[config.mk]
export PLATFORM = sky130hd
export DESIGN_NAME = pingpong16
export DESIGN_NICKNAME = d
export VERILOG_FILES = /design/src/rtl/pingpong16_pkg.sv /design/src/rtl/pp_slot.sv /design/src/rtl/pingpong16.sv
export SDC_FILE = /design/constraint.sdc
export NUM_CORES = 1
export LEC_CHECK = 0
export ABC_AREA = 1
export CORE_MARGIN = 4
export CORE_UTILIZATION = 40
export DETAILED_ROUTE_END_ITERATION = 12
export PLACE_DENSITY = 0.76
export SYNTH_ARGS = -nofsm -noshare
export SYNTH_HDL_FRONTEND = slang
export SYNTH_SLANG_ARGS = --single-unit
[constraint.sdc]
create_clock -name clk -period 1.2 [get_ports clk]
set_input_delay 0.24 -clock clk [delete_from_list [all_inputs] [get_ports clk]]
set_output_delay 0.24 -clock clk [all_outputs]
set_load 0.005 [all_outputs]
[src/rtl/pingpong16_pkg.sv]
// rtl/pingpong16_pkg.sv - shared width and types for the pingpong16 buffer
package pingpong16_pkg;

    localparam int W = 16;

    typedef logic [W-1:0] word_t;
    typedef logic         slot_t;

endpackage

[src/rtl/pp_slot.sv]
// rtl/pp_slot.sv - one W-bit storage slot with load enable
module pp_slot
    import pingpong16_pkg::*;
(
    input  logic  clk,
    input  logic  rst_n,
    input  logic  ld,
    input  word_t d,
    output word_t q
);

    always_ff @(posedge clk or negedge rst_n) begin
        if (!rst_n) begin
            q <= '0;
        end else if (ld) begin
            q <= d;
        end
    end

endmodule

[src/rtl/pingpong16.sv]
// rtl/pingpong16.sv - two-entry ping-pong buffer feeding an external 2:1 word mux
module pingpong16
    import pingpong16_pkg::*;
(
    input  logic       clk,
    input  logic       rst_n,
    input  logic       flush,
    input  logic       in_valid,
    output logic       in_ready,
    input  word_t      in_data,
    output word_t      buf0,
    output word_t      buf1,
    output logic       sel,
    output logic       out_valid,
    input  logic       out_ready,
    output logic [1:0] count
);

    logic  v0, v1;
    slot_t wp, rp;
    logic  v0_n, v1_n;
    slot_t wp_n, rp_n;
    logic  wr_fire, rd_fire;
    logic  ld0, ld1;

    // Handshake flags come only from registered state, never from in_valid/out_ready.
    assign in_ready  = wp ? !v1 : !v0;
    assign out_valid = rp ? v1 : v0;
    assign sel       = rp;
    assign count     = {1'b0, v0} + {1'b0, v1};

    // Flush wins over any concurrent transfer, so it also blocks the slot load.
    assign wr_fire = in_valid && in_ready && !flush;
    assign rd_fire = out_valid && out_ready && !flush;
    assign ld0     = wr_fire && (wp == 1'b0);
    assign ld1     = wr_fire && (wp == 1'b1);

    always_comb begin
        v0_n = v0;
        v1_n = v1;
        wp_n = wp;
        rp_n = rp;
        if (flush) begin
            v0_n = 1'b0;
            v1_n = 1'b0;
            wp_n = 1'b0;
            rp_n = 1'b0;
        end else begin
            // A simultaneous read and write always hit different slots, so order is irrelevant.
            if (rd_fire) begin
                if (rp == 1'b0) v0_n = 1'b0;
                else            v1_n = 1'b0;
                rp_n = !rp;
            end
            if (wr_fire) begin
                if (wp == 1'b0) v0_n = 1'b1;
                else            v1_n = 1'b1;
                wp_n = !wp;
            end
        end
    end

    always_ff @(posedge clk or negedge rst_n) begin
        if (!rst_n) begin
            v0 <= 1'b0;
            v1 <= 1'b0;
            wp <= 1'b0;
            rp <= 1'b0;
        end else begin
            v0 <= v0_n;
            v1 <= v1_n;
            wp <= wp_n;
            rp <= rp_n;
        end
    end

    pp_slot u_slot0 (
        .clk   (clk),
        .rst_n (rst_n),
        .ld    (ld0),
        .d     (in_data),
        .q     (buf0)
    );

    pp_slot u_slot1 (
        .clk   (clk),
        .rst_n (rst_n),
        .ld    (ld1),
        .d     (in_data),
        .q     (buf1)
    );

endmodule

After elaboration in Yosys (flattened, before gate mapping)
Cells that the tools add are included.
- flip-flop bits (word level): 36
- input port bits: 21
- output and inout port bits: 37
- add/sub/neg operators: 1
- muxes and demuxes: 16
- bitwise operators: 1
- reductions and logical operators: 13
- operator list (kind ; number):
    $mux W1 ; 16
    $logic_and A1 B1 Y1 ; 6
    $logic_not A1 Y1 ; 5
    $reduce_bool A2 Y1 ; 2
    $add A1 B1 Y2 ; 1
    $not A1 Y1 ; 1

Logic depth before layout (Yosys ltp)
- depth in word-level cells: 7
- mapped depth: 7

Modules after synthesis
Synthesis repeated with hierarchy kept, for this count alone.
- cells, all modules: 175
- area total of the unflattened synthesis: 1552.7 µm²
- by module, submodules not included (module ; instances ; cells each ; area each (µm²)):
    pp_slot ; 2 ; 68 ; 644.4
    pingpong16 ; 1 ; 39 ; 264.0

Worst setup path after synthesis
Ideal clock, no wire load.
- path type: register -> register
- start point: reg wp
- end point: reg u_slot0.q[10]
- setup time: 117 ps
- data arrival time: 1055 ps
- required time: 1083 ps
- slack: 28 ps
- cell stages (with the launch flop): 8
- period minus slack after synthesis: 1172 ps
- cells stage by stage: dfrtp_1 -> inv_2 -> nand2_2 -> nand2_4 -> nand3_4 -> buf_6 -> nand2_1 -> nand2_1
- longest elaborated chain between the ends: 4
- RTL lines (item ; RTL line ; source):
    from (decl) ; pingpong16.sv:20 ; slot_t wp, rp;
    from (signal assigned) ; pingpong16.sv:72 ; wp <= wp_n;
    $mux W1 ; pingpong16.sv:27 ; assign in_ready = wp ? !v1 : !v0;
    $logic_and A1 B1 Y1 (2 in series) ; pingpong16.sv:33 ; assign wr_fire = in_valid && in_ready && !flush;
    $logic_and A1 B1 Y1 (*) ; pingpong16.sv:35 ; assign ld0 = wr_fire && (wp == 1'b0);
    to (signal assigned) ; pp_slot.sv:14 ; q <= '0;
    to (signal assigned) ; pp_slot.sv:16 ; q <= d;
    to (decl) ; pp_slot.sv:9 ; output word_t q
Mark *: on every way between the ends. The rest lies on a longest branch, timed or not.
A chain may end at the register's enable or synchronous reset.

Worst setup path after layout
- start point: reg v0
- end point: out count[0]
- longest elaborated chain between the ends: 1
- RTL lines (item ; RTL line ; source):
    from (decl) ; pingpong16.sv:19 ; logic v0, v1;
    from (signal assigned) ; pingpong16.sv:70 ; v0 <= v0_n;
    $add A1 B1 Y2 ; pingpong16.sv:30 ; assign count = {1'b0, v0} + {1'b0, v1};
    to (decl) ; pingpong16.sv:16 ; output logic [1:0] count
Every way passes these cells.

==> metrics.txt <==
status=finished with violations; failing checks=setup timing; Pre-antenna DRT Iters=4; syn_area_per_cell=9.34 um2; Setup crit end=count[0]; Die Y=71.2 um; crit path buf inv count=1; Cell Chain, Critical Path=ha_4, buf_6; Worst VDD drop=1.22 mV; clock root buffer=clkbuf_8; top cell type by total area after synthesis=dfrtp_1; worst-case reg-to-reg path depth=8; fin util=76.7%; Reg2Reg Setup Slack=-0.12 ns; Rel. slew slack=86.0%; area taken by multi-input logic gates=752 um2; syn_nets=193; HPWL Detailed=2900 um; Ant. Diodes=0; worst skew pair latency=0.29 ns; largest net degree at the start of global routing=37; PD cells=1950 mW/mm2; CTS Buffer Depth=2; reg-to-reg startpoint=v1; crit share post-route=112%; CP startpoint=v0; number of vias per cell=5.39; Std-Cell Rows=22; first-pass GRT wire length=8620 um; Initial Utilization=42.4%; CTS tree=built; RSZ-0062 raised after global routing=yes; area delta synth->final=81.0%; Critical-path top delay cell=dfrtp_2; Core Area=0.00377 mm2; delay of the slowest critical-path stage=0.45 ns; final setup margin=-0.145 ns; Avg WL per Cell=16.7 um; Hold WS=0.431 ns; Leak=1.43 nW; Yosys top cell area share=56.4%; register area share after synthesis=56.4%; Worst-path clk slew=0.07 ns; post-synthesis cell type count=19; DRT iter0 DRCs=110; YS warnings=0; # IOs=58; data required time at the worst endpoint=0.96 ns; reg2reg end=u_slot1.q[14]; worst endpoint data arrival time=1.10 ns; Fillers=273; antenna violations before repair=0; GRT Residual Overflow=0; TritonCTS Sinks=36; antenna viol nets, final=0; crit end category=output port; routed wire length=5410 um; share of cells above drive strength 1=33.3%; via count=1746; Crit. path cell count=2; # setup viols final=34; DRC errors left=0; min-delay worst type=input pin to async pin; Port Buf Inserts=57; Synth Register Bits=36; Max Transition Viols Final=0; clock period minus worst slack=1.34 ns; mapped cell area=0.00160 mm2; register area=903 um2; fmax=744 MHz; CTS Buf Count=5; H-tree levels=2; worst clock skew=0.00367 ns; max cap viols=0; final hold viol count=0; critical setup path kind=register to output port; GP Congestion=0.765; Crit path max-delay family=flip-flops; top cells by area, synth=dfrtp_1 56%, nand2_1 17%, nand4_1 13%, nand3_4 2.2%, buf_4 1.4%; DIE AREA=0.00507 mm2; cells after synthesis=171; Startpoint Class=register; vias in the first global route=1731; GRT Util Overall=21.9%; Crit Path Max Fanout=3; final net count=298; worst slew pin tran=0.207 ns; Die Wd=71.2 um
## cell usage after synthesis, drive strengths merged
library cell / n
nand3: 3
nor2: 2
dfrtp: 36
o211ai: 1
ha: 1
clkbuf: 2
o21ai: 2
nand2: 76
nand4: 33
inv: 6
buf: 9
## kinds of logic after synthesis
| kind of cell | count (synthesis) | synth area share, % |
|---|---|---|
| fa+ha+maj | 1 | 0.783 |
| buf+inv | 17 | 5.87 |
| flops | 36 | 56.4 |
| compound gates | 3 | 1.10 |
| simple gates | 114 | 35.9 |
## routing by layer
metal	part of all wire (%)	up-vias	wire length [um]	track usage [%]
met4	3.2	0	174	8.77
met3	8.8	18	474	7.53
met2	49	93	2660	34.0
met5	0	-	0	0
met1	39	830	2100	27.8
li1	-	805	-	-
## state kept, by name (all words and copies together), names as in the netlist
| signal | count |
|---|---|
| u_slot1.q | 16 |
| wp | 1 |
| v0 | 1 |
| u_slot0.q | 16 |
| sel | 1 |
| v1 | 1 |
## metrics by stage
stage                     cell area (um2)  setup slack [ns]  instances  total power [mW]  TNS [ns]
after detailed placement             2320            -0.281        282              4.06     -9.14
final                                2890            -0.145        324              5.63     -2.54
after CTS                            2690            -0.166        311              5.12     -1.07
after floorplan                      1600            0.0281        171              2.70         0
after global routing                 2890            -0.187        324              5.99     -4.69
after global placement               2320            -0.247        282              4.01     -8.29
## where the power goes
group / switching, mW / leakage [nW] / total [mW] / internal [mW]
Clock: 0.422 / 0.0410 / 0.817 / 0.394
Combinational: 1.14 / 0.941 / 2.80 / 1.66
Sequential: 0.303 / 0.451 / 2.01 / 1.71
Total: 1.87 / 1.43 / 5.63 / 3.76
## repair_timing
item / in CTS / in global routing
hold buffers: 1 / 0
resized for setup: 78 / 48
buffers inserted: 13 / 15
endpoints found under the setup margin: 72 / 66
pin swaps: 25 / 24
gates cloned: 9 / 0
endpoints found under the hold margin: 36 / 0
## cell usage in the layout (no fill, tap or decap), drive strengths merged
master,netlist,layout
ha,1,1
inv,6,6
o21ai,2,2
clkinv,0,1
clkdlybuf4s50,0,19
nand3,3,8
dlygate4sd2,0,9
clkdlybuf4s15,0,24
clkbuf,2,6
dfrtp,36,36
nand4,33,33
buf,9,51
o211ai,1,1
nand2,76,76
dlygate4sd3,0,1
nor2,2,2
## area by class of cell
cell class / instances / share of cell area [%]
tap: 48 / 2.08
clock inverter: 1 / 0.173
timing repair buffer: 104 / 37.2
multi-input combinational: 123 / 26.0
inverter: 6 / 0.779
sequential: 36 / 31.2
clock buffer: 6 / 2.51
## tightest hold or removal path, cell delays in order
cell	delay [ns]
dlygate4sd3_1	0.52
buf_2	0.12
buf_12	0.21
## how the worst min path moves through the flow
stage,end,slack (ns),depth (start not counted)
4_1_cts,u_slot0.q[0],0.44,3
3_3_place_gp,u_slot1.q[0],0.21,2
5_1_grt,u_slot0.q[9],0.47,3
3_5_place_dp,u_slot0.q[0],0.22,2
6_report,u_slot0.q[9],0.43,3
2_1_floorplan,sel,-0.06,0
Note: power is estimated with default switching activity, not from simulation.
